**src/rtl/hazard_pkg.sv**
```systemverilog
// Shared definitions for the pipeline hazard sequencer: FSM state encodings
// and the hard-wired zero register specifier.
package hazard_pkg;

    typedef enum logic [1:0] {
        S_RUN   = 2'd0,
        S_IWAIT = 2'd1,
        S_DWAIT = 2'd2,
        S_IDROP = 2'd3
    } state_t;

    // Register 0 is hard-wired to zero, so a load targeting it never creates a hazard.
    localparam int REG_ZERO = 0;

endpackage

```
**src/rtl/hazard_detect.sv**
```systemverilog
// Load-use hazard compare between the EX-stage load destination and the ID-stage sources.
module hazard_detect
    import hazard_pkg::*;
#(
    parameter int REG_W = 5
) (
    input  logic [REG_W-1:0] id_rs,
    input  logic [REG_W-1:0] id_rt,
    input  logic             id_uses_rt,
    input  logic             ex_memread,
    input  logic [REG_W-1:0] ex_rt,
    output logic             load_use
);

    // Hazard when the load's destination feeds an operand the ID instruction actually reads.
    always_comb begin
        load_use = ex_memread
                 && (ex_rt != REG_W'(REG_ZERO))
                 && ((ex_rt == id_rs) || (id_uses_rt && (ex_rt == id_rt)));
    end

endmodule

```
**src/rtl/hazard_ctrl.sv**
```systemverilog
// Pipeline hazard and stall sequencer for the 5-stage integer pipeline.
// Control outputs are Mealy (decoded from the registered state and current
// inputs) and are forced low while rst is asserted.
// Optional macro HAZARD_PERF_EN adds stall and flush performance counters.
//
// state   | meaning
// --------+--------------------------------------------------------------
// S_RUN   | normal issue
// S_IWAIT | fetch not ready, IF/ID being flushed until the word arrives
// S_DWAIT | data memory busy, whole back end frozen
// S_IDROP | redirect taken while a stale fetch is in flight; discard it
module hazard_ctrl
    import hazard_pkg::*;
#(
    parameter int REG_W        = 5,
    parameter int CNT_W        = 8,
    parameter int WAIT_TIMEOUT = 255
) (
    input  logic             clk,
    input  logic             rst,
    input  logic [REG_W-1:0] id_rs,
    input  logic [REG_W-1:0] id_rt,
    input  logic             id_uses_rt,
    input  logic             ex_memread,
    input  logic [REG_W-1:0] ex_rt,
    input  logic             ex_branch_taken,
    input  logic             imem_ready,
    input  logic             dmem_req,
    input  logic             dmem_ready,
    output logic             pc_write,
    output logic             ifid_stall,
    output logic             ifid_flush,
    output logic             idex_bubble,
    output logic             idex_hold,
    output logic             exmem_hold,
    output logic             memwb_bubble,
    output logic [1:0]       state,
    output logic             timeout_err
`ifdef HAZARD_PERF_EN
    ,
    output logic [31:0]      perf_stall_cnt,
    output logic [31:0]      perf_flush_cnt
`endif
);

    state_t             state_q;
    state_t             state_n;
    logic               drop_q;
    logic               drop_n;
    logic [CNT_W-1:0]   wait_cnt;
    logic [CNT_W-1:0]   wait_cnt_n;
    logic               timeout_q;
    logic               timeout_n;

    logic               load_use;

    // Rules 2-5 of the normal issue decode, shared by S_RUN/S_IWAIT and the data-wait release.
    logic               r_pc;
    logic               r_stall;
    logic               r_flush;
    logic               r_bubble;
    logic               r_drop_set;
    state_t             r_next;

    // Final decoded controls before reset gating.
    logic               freeze;
    logic               pc_w;
    logic               stall_w;
    logic               flush_w;
    logic               bubble_w;

    hazard_detect #(
        .REG_W(REG_W)
    ) u_detect (
        .id_rs      (id_rs),
        .id_rt      (id_rt),
        .id_uses_rt (id_uses_rt),
        .ex_memread (ex_memread),
        .ex_rt      (ex_rt),
        .load_use   (load_use)
    );

    // Normal issue priority: redirect, then load-use stall, then fetch wait, then advance.
    always_comb begin
        r_pc       = 1'b0;
        r_stall    = 1'b0;
        r_flush    = 1'b0;
        r_bubble   = 1'b0;
        r_drop_set = 1'b0;
        r_next     = S_RUN;
        if (ex_branch_taken) begin
            r_pc     = 1'b1;
            r_flush  = 1'b1;
            r_bubble = 1'b1;
            if (!imem_ready) begin
                r_next     = S_IDROP;
                r_drop_set = 1'b1;
            end
        end else if (load_use) begin
            r_stall  = 1'b1;
            r_bubble = 1'b1;
            // Leaving a data wait, the stall cycle resumes normal issue.
            r_next   = (state_q == S_DWAIT) ? S_RUN : state_q;
        end else if (!imem_ready) begin
            r_flush = 1'b1;
            r_next  = S_IWAIT;
        end else begin
            r_pc = 1'b1;
        end
    end

    // Per-state decode of controls and next-state values.
    always_comb begin
        freeze     = 1'b0;
        pc_w       = 1'b0;
        stall_w    = 1'b0;
        flush_w    = 1'b0;
        bubble_w   = 1'b0;
        state_n    = state_q;
        drop_n     = drop_q;
        wait_cnt_n = wait_cnt;
        timeout_n  = timeout_q;
        case (state_q)
            S_RUN, S_IWAIT: begin
                if (dmem_req && !dmem_ready) begin
                    freeze     = 1'b1;
                    wait_cnt_n = CNT_W'(1);
                    state_n    = S_DWAIT;
                end else begin
                    pc_w     = r_pc;
                    stall_w  = r_stall;
                    flush_w  = r_flush;
                    bubble_w = r_bubble;
                    state_n  = r_next;
                    if (r_drop_set) drop_n = 1'b1;
                end
            end
            S_DWAIT: begin
                if (wait_cnt == CNT_W'(WAIT_TIMEOUT)) timeout_n = 1'b1;
                if (!dmem_ready) begin
                    freeze = 1'b1;
                    if (wait_cnt != {CNT_W{1'b1}}) wait_cnt_n = wait_cnt + CNT_W'(1);
                end else begin
                    wait_cnt_n = '0;
                    if (drop_q) begin
                        // Redirect happened before the freeze; the stale fetch is still owed.
                        flush_w = 1'b1;
                        if (imem_ready) begin
                            drop_n  = 1'b0;
                            state_n = S_RUN;
                        end else begin
                            state_n = S_IDROP;
                        end
                    end else begin
                        pc_w     = r_pc;
                        stall_w  = r_stall;
                        flush_w  = r_flush;
                        bubble_w = r_bubble;
                        state_n  = r_next;
                        if (r_drop_set) drop_n = 1'b1;
                    end
                end
            end
            S_IDROP: begin
                if (dmem_req && !dmem_ready) begin
                    freeze     = 1'b1;
                    wait_cnt_n = CNT_W'(1);
                    state_n    = S_DWAIT;
                end else begin
                    flush_w = 1'b1;
                    if (imem_ready) begin
                        drop_n  = 1'b0;
                        state_n = S_RUN;
                    end
                end
            end
            default: state_n = S_RUN;
        endcase
    end

    // Outputs are held low while reset is asserted.
    always_comb begin
        pc_write     = rst & pc_w;
        ifid_stall   = rst & (stall_w | freeze);
        ifid_flush   = rst & flush_w;
        idex_bubble  = rst & bubble_w;
        idex_hold    = rst & freeze;
        exmem_hold   = rst & freeze;
        memwb_bubble = rst & freeze;
        state        = state_q;
        timeout_err  = timeout_q;
    end

    // Sequencer state, pending-drop flag, data-wait counter and sticky timeout.
    always_ff @(posedge clk or negedge rst) begin
        if (!rst) begin
            state_q   <= S_RUN;
            drop_q    <= 1'b0;
            wait_cnt  <= '0;
            timeout_q <= 1'b0;
        end else begin
            state_q   <= state_n;
            drop_q    <= drop_n;
            wait_cnt  <= wait_cnt_n;
            timeout_q <= timeout_n;
        end
    end

`ifdef HAZARD_PERF_EN
    // Free-running wrap-around counts of PC-stalled cycles and IF/ID flush cycles.
    always_ff @(posedge clk or negedge rst) begin
        if (!rst) begin
            perf_stall_cnt <= '0;
            perf_flush_cnt <= '0;
        end else begin
            if (!pc_w)   perf_stall_cnt <= perf_stall_cnt + 32'd1;
            if (flush_w) perf_flush_cnt <= perf_flush_cnt + 32'd1;
        end
    end
`endif

endmodule

```
**config.mk**
```make
export PLATFORM = sky130hd
export DESIGN_NAME = hazard_ctrl
export DESIGN_NICKNAME = d
export VERILOG_FILES = /design/src/rtl/hazard_pkg.sv /design/src/rtl/hazard_detect.sv /design/src/rtl/hazard_ctrl.sv
export SDC_FILE = /design/constraint.sdc
export NUM_CORES = 1
export LEC_CHECK = 0
export BUFFER_PORTS_ARGS = -buffer_cell sky130_fd_sc_hd__buf_2
export CORE_UTILIZATION = 45
export DETAILED_ROUTE_END_ITERATION = 10
export GPL_TIMING_DRIVEN = 0
export PLACE_DENSITY = 0.69
export SLEW_MARGIN = 10
export SYNTH_ARGS = -nofsm -noshare
export SYNTH_HDL_FRONTEND = slang
export SYNTH_SLANG_ARGS = --single-unit
```
**constraint.sdc**
```tcl
create_clock -name clk -period 3.36 [get_ports clk]
set_input_delay 0.504 -clock clk [delete_from_list [all_inputs] [get_ports clk]]
set_output_delay 0.504 -clock clk [all_outputs]
set_load 0.01 [all_outputs]
```
==> results.json, run 1 <==
{
  "status": "complete, no violations",
  "ant_nets": 0,
  "cts_tree": "built",
  "syn_area_per_cell_sq_um": 8.609,
  "dieArea_sq_um": 2272,
  "crit_chain": "nor2b_1 -> o21bai_1 -> nor2_1 -> buf_4 -> buf_2",
  "synth_area_sq_um": 938.4,
  "seq_power_share": 0.430,
  "drt_iter0_drc": 8,
  "start_util": 0.4783,
  "routed_wl_mm": 2.007,
  "fp.dieW_um": 47.67,
  "grt_pass1_wl_mm": 3.208,
  "cts_sinks": 12,
  "max-cap-violations": 0,
  "worst-endpoint-arrival_ns": 1.97,
  "synth_cells": 109,
  "cts_buffer_depth": 2,
  "worstSetupEndpointType": "output pin",
  "gp_congestion": 0.8796,
  "timing.rr.start": "state[1]",
  "io_buffers": 32,
  "crit_required_ns": 2.86,
  "synth_seq_area_share": 0.3200,
  "synthArstFlopShare": 1.000,
  "synth-warning-count": 0,
  "path_max_fanout": 9,
  "dr.pass1.iters": 4,
  "dp_cells": 168,
  "antenna_found_initial": 0,
  "syn_nets": 133,
  "fp-row-count": 16,
  "start_kind": "register",
  "min_period_over_period": 0.7348,
  "numCtsBuffers": 3,
  "setup_violations": 0,
  "internal_power_mw": 0.2848,
  "crit_buf_inv": 2,
  "rsz0062_at_grt": "false",
  "crit_type": "register to output pin",
  "hold_class": "primary input to async pin",
  "layout_commonest_cell": "buf_2",
  "slew-limit-headroom": 0.7111,
  "synth_cell_type_count": 38,
  "clkTransAtPathRegs_ns": 0.07,
  "pwr-share-clk": 0.266,
  "slowest_stage": "dfrtp_1",
  "hold_viol": 0,
  "cts_root_buf": "clkbuf_4",
  "setup_tns_ns": 0,
  "clkLatencyLatePin_ns": 0.27,
  "track_usage": 0.1981,
  "ys_seq_elements": 12,
  "grt_max_degree": 17,
  "synth-edff-count": 0,
  "via_count": 913,
  "slew_violations": 0,
  "dp_hpwl_mm": 1.597,
  "die_y_um": 47.67,
  "swShare": 0.3308,
  "r2r_cells": 5,
  "tightest_slew_ns": 0.4324,
  "fin_nets": 170,
  "r2r-end": "wait_cnt[5]",
  "core_sq_um": 1962,
  "holdBufCountCts": 0,
  "regToRegSetupSlack_ns": 1.73,
  "io_pins": 33,
  "power_frac_comb": 0.304,
  "vdd_drop_max_mv": 0.1618,
  "ys.flop_type": "dfrtp_1",
  "antenna_cells": 0,
  "cts_setup_buffers": 0,
  "grt_overflow": 0,
  "p_leak_nw": 0.5722,
  "power.density_nw_per_um2": 364.2,
  "cp_top_family": "simple AND/OR/NAND/NOR gates",
  "skew_ns": 0.0002751,
  "ctsHtreeMaxLevel": 1,
  "drc_errors": 0,
  "grt_pass1_vias": 794,
  "area_growth_pct": 24.53,
  "vias_per_cell": 5.308,
  "crit_path_max_incr_delay_ns": 0.50,
  "layout.cells.non_filler": 172,
  "min_period_ns": 2.469,
  "ctsResizeCount": 0,
  "drive_gt1_frac": 0.3034,
  "max_clock_freq_ghz": 0.4050,
  "layout_common_cells": "buf_2 (32), nor2_1 (13), dfrtp_1 (12), xor2_1 (11), nand2_1 (9)",
  "p_switching_mw": 0.1408,
  "wl_per_cell_um": 11.67
}
[cell usage after synthesis, drive strengths merged (3+ instances only)]
cell / instances / area, sq um
xnor2: 4 / 35.03
nor3: 5 / 35.03
nand2: 9 / 33.78
o21ai: 5 / 36.29
nor2: 14 / 55.06
nand3: 4 / 20.02
nor2b: 4 / 25.02
xor2: 11 / 96.34
dfrtp: 12 / 300.3
o21a: 3 / 22.52
a31oi: 3 / 18.77
o21bai: 3 / 22.52
[stage by stage]
step	setup slack, ns	cell area (sq um)	hold slack, ns	utilization	total power, mW
global route	0.6719	1169	0.1401	0.5957	0.4534
global placement	1.012	1132	0.4203	0.5772	0.3124
detailed placement	1.010	1132	0.4212	0.5772	0.3149
CTS	0.8909	1169	0.1236	0.5957	0.4304
finish	0.8910	1169	0.1164	0.5957	0.4256
floorplan	1.226	938.4	0.2084	-	0.2636
[flip-flops by register name, summed over array words and instances, names as in the netlist]
register	cells
wait_cnt	8
timeout_err	1
drop_q	1
state	2
[kinds of logic after synthesis]
group / count (synthesis) / share of synthesized area
simple gates: 50 / 0.2907
mux: 1 / 0.01067
xor+xnor: 15 / 0.1400
flops: 12 / 0.3200
fa+ha+maj: 1 / 0.01333
buf+inv: 6 / 0.03200
compound gates: 24 / 0.1934
[metal layers]
metal,up-vias,wire (um),global-route usage
li1,461,-,-
met1,421,936,0.2494
met2,29,976,0.3425
met3,2,80,0.02264
met4,0,14,0.08333
met5,-,0,0
[power by group through the flow]
stage	sequential, mW	clock, mW	combinational, mW
3_3_place_gp	0.185	0	0.127
2_1_floorplan	0.181	0	0.0827
3_5_place_dp	0.185	0	0.129
6_report	0.183	0.113	0.129
4_1_cts	0.183	0.117	0.130
5_1_grt	0.186	0.122	0.145
[how the worst max path moves through the flow]
stage | start | to | slack, ns | cells after the start
after global routing | state[1] | memwb_bubble | 0.67 | 5
after floorplan | ex_rt[4] | ifid_flush | 1.23 | 4
final | state[1] | memwb_bubble | 0.89 | 5
after CTS | state[1] | memwb_bubble | 0.89 | 5
after global placement | ex_rt[4] | ifid_flush | 1.01 | 6
after detailed placement | ex_rt[4] | ifid_flush | 1.01 | 6
[final cells by class]
cell class              instances  area [sq um]
plain buffers                   4         22.52
multi-input cells              91         608.1
repair buffers                 32         160.2
flip-flops and latches         12         300.3
clock buffers                   4         36.28
well taps                      27         33.78
inverters                       2         7.507
fillers                       206         793.3
Note: power is estimated with default switching activity, not from simulation.
==> run 2: changes to the inputs <==
Settings changed: ABC_AREA set to 1, PLACE_DENSITY 0.69 to 0.7.
Clock period 3.36 ns to 2.04 ns, I/O delays scaled along.
==> run 2 against run 1 <==
Net effect: critical path depth is 3 higher; total power grew to 2.8 times the previous value; combinational power grew to 5.5 times the previous value; synthesized area is 14% higher; clock skew is 0.0024 ns higher; sequential share of layout area is 3.2 points lower; wire length is 24% higher; sequential power is 92% higher; global-route usage is 1.7 points higher; register-to-register slack worse by 1.4 ns; first-iteration DRC count grew to 2.9 times the previous value; critical endpoint is now ifid_stall.
==> results.json, run 2 <==
{
  "synth_common_cells": "nand2_1 (59), inv_1 (29), nor2_1 (14), dfrtp_1 (12), nand3_1 (8)",
  "cts_buffer_depth": 2,
  "track_usage": 0.2151,
  "fp-row-count": 17,
  "syn_nets": 197,
  "grt_pass1_wl_mm": 4.236,
  "dieArea_sq_um": 2585,
  "synth_cells": 173,
  "layout_common_cells": "nand2_1 (59), buf_2 (32), inv_1 (29), nor2_1 (13), dfrtp_1 (11)",
  "io_pins": 33,
  "setup_slack_ns": 0.1235,
  "synth_top_cell_by_area": "dfrtp_1",
  "antenna_cells": 0,
  "ctsHtreeMaxLevel": 1,
  "post-route-util": 0.6000,
  "clkTransAtPathRegs_ns": 0.07,
  "synth_top_area_share": 0.2797,
  "place_ws_ns": 0.2218,
  "antenna_found_initial": 0,
  "rsz0062_at_grt": "false",
  "max-cap-violations": 0,
  "slowest_stage": "dfrtp_2",
  "min_period_over_period": 0.9395,
  "crit_type": "register to output pin",
  "setup_violations": 0,
  "synth-edff-count": 0,
  "die_y_um": 50.84,
  "vias_per_cell": 5.004,
  "tightest_slew_ns": 0.5623,
  "cts_sinks": 12,
  "layout_commonest_cell": "nand2_1",
  "drt_iter0_drc": 23,
  "slew_violations": 0,
  "yosysMostFrequentCell": "nand2_1",
  "crit_buf_inv": 2,
  "crit_path_max_incr_delay_ns": 0.43,
  "power.density_nw_per_um2": 892.9,
  "core_sq_um": 2233,
  "max_clock_freq_ghz": 0.5218,
  "grt_max_degree": 13,
  "numCtsBuffers": 3,
  "power_mw": 1.196,
  "status": "complete, no violations",
  "setup_tns_ns": 0,
  "synthArstFlopShare": 1.000,
  "worstSetupEndpointType": "output pin",
  "fp.dieW_um": 50.84,
  "slew-limit-headroom": 0.6239,
  "synth_seq_area_share": 0.2797,
  "dp_cells": 233,
  "p_leak_nw": 0.7663,
  "ys_seq_elements": 12,
  "finalInstanceArea_sq_um": 1340,
  "cp_top_family": "flip-flops",
  "placed_area_sq_um": 1269,
  "fin_nets": 238,
  "start_kind": "register",
  "syn_area_per_cell_sq_um": 6.205,
  "crit_top_cell": "nand2_1",
  "min_period_ns": 1.916,
  "ys.flop_type": "dfrtp_1",
  "crit_required_ns": 1.73,
  "synth_area_sq_um": 1074,
  "via_count": 1201,
  "synth.area.top_cells": "dfrtp_1 (28%), nand2_1 (21%), inv_1 (10%)",
  "drc_errors": 0,
  "gp_congestion": 0.8588,
  "synth_cell_type_count": 32,
  "crit_chain": "nor2_4 -> inv_4 -> nor2_4 -> nand2_1 -> nand2_1 -> nand2_1 -> o32ai_2 -> buf_2",
  "io_buffers": 32,
  "largest_register_ffs": 8,
  "vdd_drop_max_mv": 0.5238,
  "wl_per_cell_um": 10.35,
  "routed_wl_mm": 2.483,
  "synth-warning-count": 0,
  "hold_class": "primary input to register",
  "cts_tree": "built",
  "ant_nets": 0,
  "skew_ns": 0.002642,
  "cts_root_buf": "clkbuf_4",
  "start_util": 0.4807,
  "grt_pass1_vias": 1079,
  "hold_viol": 0,
  "dp_hpwl_mm": 1.894,
  "worst-endpoint-arrival_ns": 1.61,
  "dr.pass1.iters": 4,
  "drive_gt1_frac": 0.2783,
  "hold_slack_ns": 0.3354,
  "area_growth_pct": 24.83,
  "path_max_fanout": 6,
  "largest_register": "wait_cnt",
  "clkLatencyLatePin_ns": 0.27,
  "layout.cells.non_filler": 240,
  "grt_overflow": 0
}
run 2: cell count changes in the layout (fill, tap and decap cells not counted), sizes merged, moves of 3 or more:
cell    previous run  this run
o21a               3         0
xor2              11         1
xnor2              4         1
nand2              9        62
nor3               5         2
o21ai              5         8
a21oi              2         9
buf               34        38
nor2b              4         0
nand3              4         9
clkbuf             6         3
inv                2        35
run 2: cell type report:
class / count / area (sq um)
clock buffers: 3 / 22.52
well taps: 28 / 35.03
repair buffers: 36 / 192.7
multi-input cells: 123 / 628.1
inverters: 35 / 133.9
plain buffers: 3 / 26.28
fillers: 210 / 893.4
flip-flops and latches: 12 / 301.5
run 2: timing repair:
item                                    4_1_cts  5_1_grt
gates resized for setup                       0        4
endpoints found under the setup margin        1        1
pin swaps                                     1        1
hold buffers                                  1        0
endpoints found under the hold margin        12        0
buffers inserted                              2        1
run 2: path summary, 6_finish.rpt:
kind | from | to | slack (ns) | cells past startpoint
min in group asynchronous | rst | wait_cnt[6] | 0.61 | 2
hold / removal | imem_ready | drop_q | 0.34 | 2
setup reg to reg | wait_cnt[0] | wait_cnt[3] | 0.34 | 10
setup / recovery | state[0] | ifid_stall | 0.12 | 8
max in group asynchronous | rst | state[0] | 1.03 | 2
hold reg to reg | timeout_err | timeout_err | 0.48 | 1
run 2: cells by family (layout without fill, tap and decap cells):
family	after synthesis	count (layout)	synth area share
AO/OA/AOI/OAI	25	25	0.1434
buffers and inverters	38	77	0.1492
AND/OR/NAND/NOR	95	95	0.3998
adder cells (fa/ha/maj)	1	1	0.01165
flip-flops	12	12	0.2797
XOR/XNOR	2	2	0.01632
run 2: power by group:
part           switching [mW]  internal, mW  total (mW)
sequential             0.0538         0.297       0.351
clock                  0.0737        0.0683       0.142
combinational           0.424         0.279       0.704
run 2: per-layer routing:
metal  vias up  global-route usage  share of wire
li1        627                   -              -
met2        38              0.3756           0.46
met1       530              0.2632           0.47
met4         0             0.06944          0.013
met5         -                   0              0
met3         6             0.04464          0.052
